$ cat config.mk
export PLATFORM = sky130hd
export DESIGN_NAME = fetch_queue
export DESIGN_NICKNAME = d
export VERILOG_FILES = /design/src/rtl/fetch_queue.sv
export SDC_FILE = /design/constraint.sdc
export NUM_CORES = 1
export LEC_CHECK = 0
export CAP_MARGIN = 40
export CORE_MARGIN = 8
export CORE_UTILIZATION = 35
export CTS_CLUSTER_DIAMETER = 100
export CTS_CLUSTER_SIZE = 30
export DETAILED_ROUTE_END_ITERATION = 8
export REMOVE_ABC_BUFFERS = 1
export SYNTH_ARGS = -nofsm -noshare
export SYNTH_HDL_FRONTEND = slang
export SYNTH_SLANG_ARGS = --single-unit
$ cat constraint.sdc
create_clock -name clk -period 1.9 [get_ports clk]
set_input_delay 0.38 -clock clk [delete_from_list [all_inputs] [get_ports clk]]
set_output_delay 0.38 -clock clk [all_outputs]
set_load 0.02 [all_outputs]
$ cat src/rtl/fetch_queue.sv
// Instruction prefetch queue: fetches from a combinational ROM into a
// first-word fall-through FIFO. Optional FETCH_PERF_CNT_EN adds a push counter.
module fetch_queue #(
    parameter int unsigned PC_W     = 8,
    parameter int unsigned INSTR_W  = 9,
    parameter int unsigned DEPTH    = 4,
    parameter int unsigned RESET_PC = 0
) (
    input  logic               clk,
    input  logic               reset,
    input  logic               halt,
    input  logic               redirect,
    input  logic [PC_W-1:0]    redirect_pc,
    output logic [PC_W-1:0]    rom_addr,
    input  logic [INSTR_W-1:0] rom_data,
    output logic               instr_valid,
    input  logic               instr_ready,
    output logic [INSTR_W-1:0] instr,
    output logic [PC_W-1:0]    instr_pc,
    output logic [PC_W-1:0]    pc,
    output logic               halted
`ifdef FETCH_PERF_CNT_EN
    ,
    output logic [15:0]        fetch_count
`endif
);

    localparam int unsigned PTR_W = (DEPTH > 1) ? $clog2(DEPTH) : 1;
    localparam int unsigned CNT_W = PTR_W + 1;
    localparam int unsigned ENT_W = PC_W + INSTR_W;
    localparam logic [CNT_W-1:0] FULL_CNT = CNT_W'(DEPTH);
    localparam logic [PC_W-1:0]  PC_RST   = PC_W'(RESET_PC);

    logic [PC_W-1:0]  pc_q, pc_d;
    logic [PTR_W-1:0] wr_ptr_q, wr_ptr_d;
    logic [PTR_W-1:0] rd_ptr_q, rd_ptr_d;
    logic [CNT_W-1:0] count_q, count_d;
    logic [ENT_W-1:0] mem_q [DEPTH];
    logic [ENT_W-1:0] mem_d [DEPTH];
    logic [ENT_W-1:0] head_s;
    logic             empty_s;
    logic             full_s;
    logic             pop_s;
    logic             push_s;

    // Handshake decode; a pop frees a slot for a same-edge push when full.
    always_comb begin
        empty_s = (count_q == {CNT_W{1'b0}});
        full_s  = (count_q == FULL_CNT);
        pop_s   = !empty_s && instr_ready && !redirect;
        push_s  = !redirect && !halt && (!full_s || pop_s);
    end

    // Next-state for pc, pointers and occupancy; redirect overrides everything.
    always_comb begin
        pc_d     = pc_q;
        wr_ptr_d = wr_ptr_q;
        rd_ptr_d = rd_ptr_q;
        count_d  = count_q;
        if (redirect) begin
            pc_d     = redirect_pc;
            wr_ptr_d = {PTR_W{1'b0}};
            rd_ptr_d = {PTR_W{1'b0}};
            count_d  = {CNT_W{1'b0}};
        end else begin
            if (push_s) begin
                pc_d     = pc_q + PC_W'(1);
                wr_ptr_d = wr_ptr_q + PTR_W'(1);
            end else begin
                pc_d     = pc_q;
                wr_ptr_d = wr_ptr_q;
            end
            if (pop_s) begin
                rd_ptr_d = rd_ptr_q + PTR_W'(1);
            end else begin
                rd_ptr_d = rd_ptr_q;
            end
            case ({push_s, pop_s})
                2'b10:   count_d = count_q + CNT_W'(1);
                2'b01:   count_d = count_q - CNT_W'(1);
                default: count_d = count_q;
            endcase
        end
    end

    // Entry storage write: each entry carries its fetch address with the word.
    always_comb begin
        mem_d = mem_q;
        if (push_s) begin
            mem_d[wr_ptr_q] = {pc_q, rom_data};
        end else begin
            mem_d = mem_q;
        end
    end

    // State registers.
    always_ff @(posedge clk or negedge reset) begin
        if (!reset) begin
            pc_q     <= PC_RST;
            wr_ptr_q <= {PTR_W{1'b0}};
            rd_ptr_q <= {PTR_W{1'b0}};
            count_q  <= {CNT_W{1'b0}};
            for (int i = 0; i < int'(DEPTH); i++) begin
                mem_q[i] <= {ENT_W{1'b0}};
            end
        end else begin
            pc_q     <= pc_d;
            wr_ptr_q <= wr_ptr_d;
            rd_ptr_q <= rd_ptr_d;
            count_q  <= count_d;
            mem_q    <= mem_d;
        end
    end

    // Output decode from registered state.
    always_comb begin
        head_s      = mem_q[rd_ptr_q];
        rom_addr    = pc_q;
        pc          = pc_q;
        instr_valid = !empty_s;
        instr       = head_s[INSTR_W-1:0];
        instr_pc    = head_s[ENT_W-1:INSTR_W];
        halted      = halt && empty_s;
    end

`ifdef FETCH_PERF_CNT_EN
    logic [15:0] fetch_count_q, fetch_count_d;

    // Saturating push counter; survives redirects, cleared only by reset.
    always_comb begin
        if (push_s && (fetch_count_q != 16'hFFFF)) begin
            fetch_count_d = fetch_count_q + 16'd1;
        end else begin
            fetch_count_d = fetch_count_q;
        end
    end

    // Counter register.
    always_ff @(posedge clk or negedge reset) begin
        if (!reset) begin
            fetch_count_q <= 16'd0;
        end else begin
            fetch_count_q <= fetch_count_d;
        end
    end

    // Counter output.
    always_comb begin
        fetch_count = fetch_count_q;
    end
`endif

endmodule

# Yosys cells after proc, flatten, opt, wreduce, memory -nomap -nowiden
# Index checks and enable logic that the tools add are counted.
[classes]
add_sub_neg = 5
magnitude_cmp = 3
eq_ne = 3
mux = 14
bitwise = 2
reduce_logical = 15
[op_table]
columns = ["cell", "n"]
rows = [
  ["bitwise mux 68 bit", 1],
  ["2-to-1 mux 17 bit", 3],
  ["binary-select mux 17 bit (select 2 bit)", 1],
  ["demux 17 bit (select 2 bit)", 1],
  ["2-to-1 mux 8 bit", 2],
  ["adder 8 x 1 -> 8 bit (second input constant)", 1],
  ["2-to-1 mux 2 bit", 4],
  [">= comparator 3 bit (second input constant)", 2],
  ["logical AND 1 bit", 6],
  ["inverter 2 -> 3 bit", 2],
  ["one-hot mux 3 bit (2 select lines)", 1],
  ["adder 2 x 1 -> 2 bit (second input constant)", 2],
  ["zero test 1 bit", 4],
  ["nonzero test 2 bit", 2],
  ["adder 3 x 1 -> 3 bit (second input constant)", 1],
  ["equality test 3 bit (second input constant)", 1],
  ["zero test 3 bit", 1],
  ["less-than comparator 3 x 1 -> 1 bit (second input constant)", 1],
  ["2-to-1 mux 3 bit", 1],
  ["nonzero test 3 bit", 1],
  ["subtractor 3 x 1 -> 3 bit (second input constant)", 1],
  ["equality test 2 x 1 -> 1 bit (second input constant)", 1],
  ["equality test 2 bit (second input constant)", 1],
  ["logical OR 1 bit", 1],
]
[totals]
regBits = 83
input_bits = 22
out_inout_bits = 35
wordCells = 50

# Depth between registers and ports, before layout
[logic_depth]
ltp_word = 9
mapped_depth = 7

# Least setup slack after synthesis
# No wires, ideal clock.
[synth_timing]
path_kind = "register to register"
from = "register count_q[1]"
to = "register mem_q[10] in the netlist's numbering"
setup_ns = 0.125
t_arrival_ns = 1.920
slack_ns = -0.145
stages_incl_launch_ff = 8
n_path_buf = 4
path_cell_list = "dfrtp_1 > buf_6 > or4b_1 > buf_2 > and4_1 > buf_6 > buf_12 > mux2_4"
[synth_between]
elab_chain_len = 6
[synth_lines]
columns = ["item", "line_no", "text"]
rows = [
  ["start, declared", "37", "logic [CNT_W-1:0] count_q, count_d;"],
  ["start signal, assigned", "102", "count_q <= {CNT_W{1'b0}};"],
  ["start signal, assigned", "110", "count_q <= count_d;"],
  ["zero test 3 bit", "48", "empty_s = (count_q == {CNT_W{1'b0}});"],
  ["zero test 1 bit", "50", "pop_s = !empty_s && instr_ready && !redirect;"],
  ["logical AND 1 bit (2 in a row)", "50", ""],
  ["logical OR 1 bit *", "51", "push_s = !redirect && !halt && (!full_s || pop_s);"],
  ["logical AND 1 bit *", "51", ""],
  ["end signal, assigned by index", "104", "mem_q[i] <= {ENT_W{1'b0}};"],
  ["end signal, assigned", "111", "mem_q <= mem_d;"],
  ["end, declared", "38", "logic [ENT_W-1:0] mem_q [DEPTH];"],
]
# Every way passes the cells marked *; elsewhere a longest branch is shown, timed or not.
# A chain may end at the register's enable or synchronous reset.

# Final worst setup path
[layout_timing]
from = "register rd_ptr_q[0]"
to = "output instr_pc[0]"
[layout_between]
elab_chain_len = 4
[layout_lines]
columns = ["item", "line_no", "text"]
rows = [
  ["start, declared", "36", "logic [PTR_W-1:0] rd_ptr_q, rd_ptr_d;"],
  ["start signal, assigned", "101", "rd_ptr_q <= {PTR_W{1'b0}};"],
  ["start signal, assigned", "109", "rd_ptr_q <= rd_ptr_d;"],
  ["inverter 2 -> 3 bit (implied by the code)", "117", "head_s = mem_q[rd_ptr_q];"],
  ["binary-select mux 17 bit (select 2 bit)", "117", ""],
  ["2-to-1 mux 17 bit (implied by the code) (2 in a row)", "117", ""],
  ["end, declared", "19", "output logic [PC_W-1:0] instr_pc,"],
]
# No other way between the ends. The select of a mux whose other input is x is not followed.

==> results <==
- The routed design could run at a clock period as short as 2010 ps.
- In the layout the commonest cells are sky130_fd_sc_hd__dfrtp_1 (77), sky130_fd_sc_hd__mux2_4 (40), sky130_fd_sc_hd__clkdlybuf4s50_1 (33), sky130_fd_sc_hd__buf_4 (30), sky130_fd_sc_hd__mux2_2 (28).
- Power comes to 6160 µW.
- In this run the biggest area consumer among cell types represents roughly 49% of the synthesized area.
- The path with the worst hold slack has its endpoint at mem_q[5]$_DFFE_PN0P_.
- After synthesis the cells add up to 0.00426 mm².
- Entering global routing, the biggest net connects 39 pins.
- The final reports fail on negative setup slack.
- The critical path class is flip-flop to output pin.
- The minimum setup slack among reg-to-reg paths is 0 ps.
- The number of failing hold endpoints at the final stage is 0.
- The count of distinct cell types in the synthesized netlist is 38.
- Pin placement for this block handled between 50 and 60 I/O pins.
- The worst setup margin is -107 ps.
- The number of fill cells is about 1100.
- The logic depth of the worst register-to-register path is 6.
- The total global routing track utilization is about an eighth.
- Clock tree synthesis found a total of 83 sinks.
- The TritonCTS buffer count is 9.
- IR analysis of the VDD net gives a maximum drop of 0.482 mV.
- For the pin with the worst max-slew slack, the measured transition is slightly above 400 ps.
- The final critical-path share of the clock period is 106%.
- The core footprint is roughly 0.012 mm².
- Relative to the synthesized area, the layout overhead comes to 28.0%.
- Walking the worst path, the cells encountered are buf_12 -> mux4_2 -> buf_6.
- The worst setup path is launched from a flip-flop.
- The arrival time of data at the critical path endpoint is 1630 ps.
- The proportion of register bits with asynchronous set or reset after synthesis is 100%.
- Summing all non-filler instances in the final layout gives an area of ~0.0055 mm².
- The startpoint identified for the worst register-to-register timing path is count_q[0]$_DFFE_PN0P_.
- The timing-limited maximum frequency is 498 MHz.
- The number of antenna violations at the first check in global routing is 0.
- The worst hold-check path type is flip-flop to flip-flop.
- The half-perimeter wire length after detailed placement is approximately 6.3 mm.
- The number of cells in the design after placement is ~500.
- The standard-cell row count is 40.
- The first-pass iteration count of the detailed router is 4.
- The final number of max-transition violations is 0.
- Counting along the longest clock path gives a buffer depth of 2.
- After detailed placement, the total cell area comes to 0.00506 mm².
- For this design the static power due to leakage is between 0.002 and 0.0025 µW.
- The yosys synthesis warning count is 0.
- The effective utilization at floorplan is a little over a third.
- Dividing the detail-routed wire length by the instance count gives roughly 18 µm.
- The run finished, with violations left.
- The floorplan step defined a die boundary enclosing between 0.015 and 0.02 mm².
- The average cell area after synthesis is about 15 µm².
- The kind of end point of the critical path is an output pin.
- The number of remaining DRC errors is 0.
- Data on the critical path is required at its endpoint by 1520 ps.
- The fraction of layout cells with a size suffix above 1 is a little under half.
- The clock-pin slew on the worst setup and hold paths is approximately 60 ps.
- The later-pin clock latency in the skew report is between 300 and 400 ps.
- Once detail routing completed, the nets flagged for antenna violations numbered 0.
- The hold-critical path depth is 1.
- The global placement routability congestion is just under 0.8.
- The worst-path cell with the longest stage delay is sky130_fd_sc_hd__mux4_2.
- The number of nets at the end of the flow is about 390.
- The count of buffers inserted at the top-level ports is 56.
- Setup repair after global routing could not meet its margin everywhere.
- Summed over all layers, the global routing overflow is 0.
- The number of enable flip-flop cells after synthesis is 0.
- Setup violations remaining at the end of the flow were counted as 18.
- The die is 126 µm tall.
- The detailed router finished its first iteration with roughly 150 violations.
- The H-tree generated during clock tree synthesis spans 3 levels.
- The capture instance of the worst register-to-register path is count_q[2]$_DFFE_PN0P_.
- The number of global-route vias before repair is around 3000.
- Synthesis inferred 83 register bits.
- The worst hold path begins at mem_q[5]$_DFFE_PN0P_.
- The finished layout holds about 520 standard cells, fillers aside.
- Dividing total power by cell area gives a power density of between 1000 and 1500 mW/mm².
- In this run the worst path has a maximum fanout of 8.
- In the routed layout, each cell is associated on average with a via count of about 5.1.
- The first global-routing pass estimated between 15 and 20 mm of wire.
- The cell taking the most area after synthesis is sky130_fd_sc_hd__dfrtp_1.
- The most used flip-flop cell after synthesis is sky130_fd_sc_hd__dfrtp_1.
- Max-cap violations in this run came to 0.
- The CTS tree is yes.
- The final core utilization is between 40% and 50%.
- The post-route worst hold slack is approximately 500 ps.
- The antenna diode instance count is 0.
- The most common cell after layout, fill and taps aside is sky130_fd_sc_hd__dfrtp_1.
- In this run the clock root is driven by a sky130_fd_sc_hd__clkbuf_16.
- The detailed router placed approximately 2600 vias in this run.
- The chip width is about 130 µm.
- The worst-case headroom to the max-slew limit is 72.0%.
- After synthesis, the cell types taking the most area are sky130_fd_sc_hd__dfrtp_1 (49%), sky130_fd_sc_hd__mux2_4 (14%), sky130_fd_sc_hd__mux4_2 (9.0%).
- The maximum cell stage delay along the critical path is approximately 550 ps.
- Clock skew on the completed layout was measured at 6.56 ps.
- The detailed-route wire length is between 9 and 10 mm.
- The gate count after technology mapping is ~290.
- The proportion of synthesized chip area in sequential cells is 48.8%.
-- registers in the layout, indices dropped and copies added (netlist names) --
signal,count
mem_q,68
wr_ptr_q,2
pc,8
rd_ptr_q,2
count_q,3
-- logic make-up after synthesis --
group / Yosys count / synth area share, %
flops: 83 / 48.8
xor+xnor: 4 / 0.823
buf+inv: 39 / 6.85
mux: 85 / 30.5
compound gates: 29 / 4.53
simple gates: 47 / 6.56
fa+ha+maj: 6 / 1.94
-- layout make-up --
class | instances | area [µm²] | share of cell area (%)
clock buffer | 11 | 253 | 4.64
clock inverter | 4 | 33.8 | 0.620
inverter | 6 | 22.5 | 0.413
multi-input combinational | 171 | 1930 | 35.4
sequential | 83 | 2080 | 38.2
tap | 147 | 184 | 3.37
timing repair buffer | 95 | 946 | 17.4
-- report_power, final --
part           total [µW]  switching [µW]  internal [µW]
Sequential           2500             280           2220
Clock                1670             705            961
Combinational        1990             782           1210
-- worst max path at each step --
stage | from | endpoint | slack, ps | depth (start not counted)
finish | rd_ptr_q[0]$_DFFE_PN0P_ | instr_pc[0] | -110 | 3
global route | rd_ptr_q[0]$_DFFE_PN0P_ | instr_pc[7] | -150 | 3
CTS | rd_ptr_q[0]$_DFFE_PN0P_ | instr_pc[7] | -120 | 3
detailed placement | instr_ready | count_q[2]$_DFFE_PN0P_ | -400 | 8
global placement | instr_ready | count_q[2]$_DFFE_PN0P_ | -410 | 8
floorplan | count_q[0]$_DFFE_PN0P_ | pc[6]$_DFFE_PN0P_ | -250 | 3
-- through the flow --
step                      TNS, ps  setup slack (ps)
after floorplan            -11960              -250
after global placement     -27970              -408
after detailed placement   -28670              -405
after CTS                   -1620              -123
after global routing        -2270              -153
final                       -1230              -107
-- repair_timing --
action                     CTS  global route
setup endpoints to repair   94            46
hold buffers                 1             0
gates resized for setup    101            24
setup buffers                1             4
cloned                       0             0
hold endpoints to repair    28             0
pin swaps                    0             4
-- per-layer routing --
metal | part of all wire [%] | wire, µm | global-route usage (%) | vias to the layer above
met4 | 1.1 | 106 | 4.10 | 0
met3 | 3.1 | 287 | 2.70 | 10
met1 | 48 | 4430 | 16.3 | 1356
li1 | - | - | - | 1218
met2 | 48 | 4440 | 19.3 | 42
met5 | 0 | 0 | 0 | -
-- critical path, delay by kind of cell (launching register included) --
kind / cells / cell delay [ps]
flops: 1 / 430
mux: 1 / 550
buf+inv: 2 / 320
-- cells in the mapped netlist, types with 2 or more instances --
master                      instances
sky130_fd_sc_hd__a21oi_1            4
sky130_fd_sc_hd__nand4b_1           2
sky130_fd_sc_hd__nand2b_1           2
sky130_fd_sc_hd__inv_1              6
sky130_fd_sc_hd__mux2_4            40
sky130_fd_sc_hd__and4_1             4
sky130_fd_sc_hd__nand2_1            5
sky130_fd_sc_hd__ha_1               5
sky130_fd_sc_hd__buf_12             4
sky130_fd_sc_hd__dfrtp_1           83
sky130_fd_sc_hd__buf_4              8
sky130_fd_sc_hd__xor2_1             3
sky130_fd_sc_hd__mux2_2            28
sky130_fd_sc_hd__o21ai_0            5
sky130_fd_sc_hd__a31oi_1            6
sky130_fd_sc_hd__nor2_1            10
sky130_fd_sc_hd__clkbuf_1          11
sky130_fd_sc_hd__mux4_2            17
sky130_fd_sc_hd__o2111ai_1          2
sky130_fd_sc_hd__nand3b_1           3
sky130_fd_sc_hd__or4_1              5
sky130_fd_sc_hd__o211ai_1           3
sky130_fd_sc_hd__or3_1              4
sky130_fd_sc_hd__o31ai_1            5
sky130_fd_sc_hd__buf_6              6
sky130_fd_sc_hd__o311ai_0           2
sky130_fd_sc_hd__buf_2              4
sky130_fd_sc_hd__nand3_1            6
Note: power is estimated with default switching activity, not from simulation.
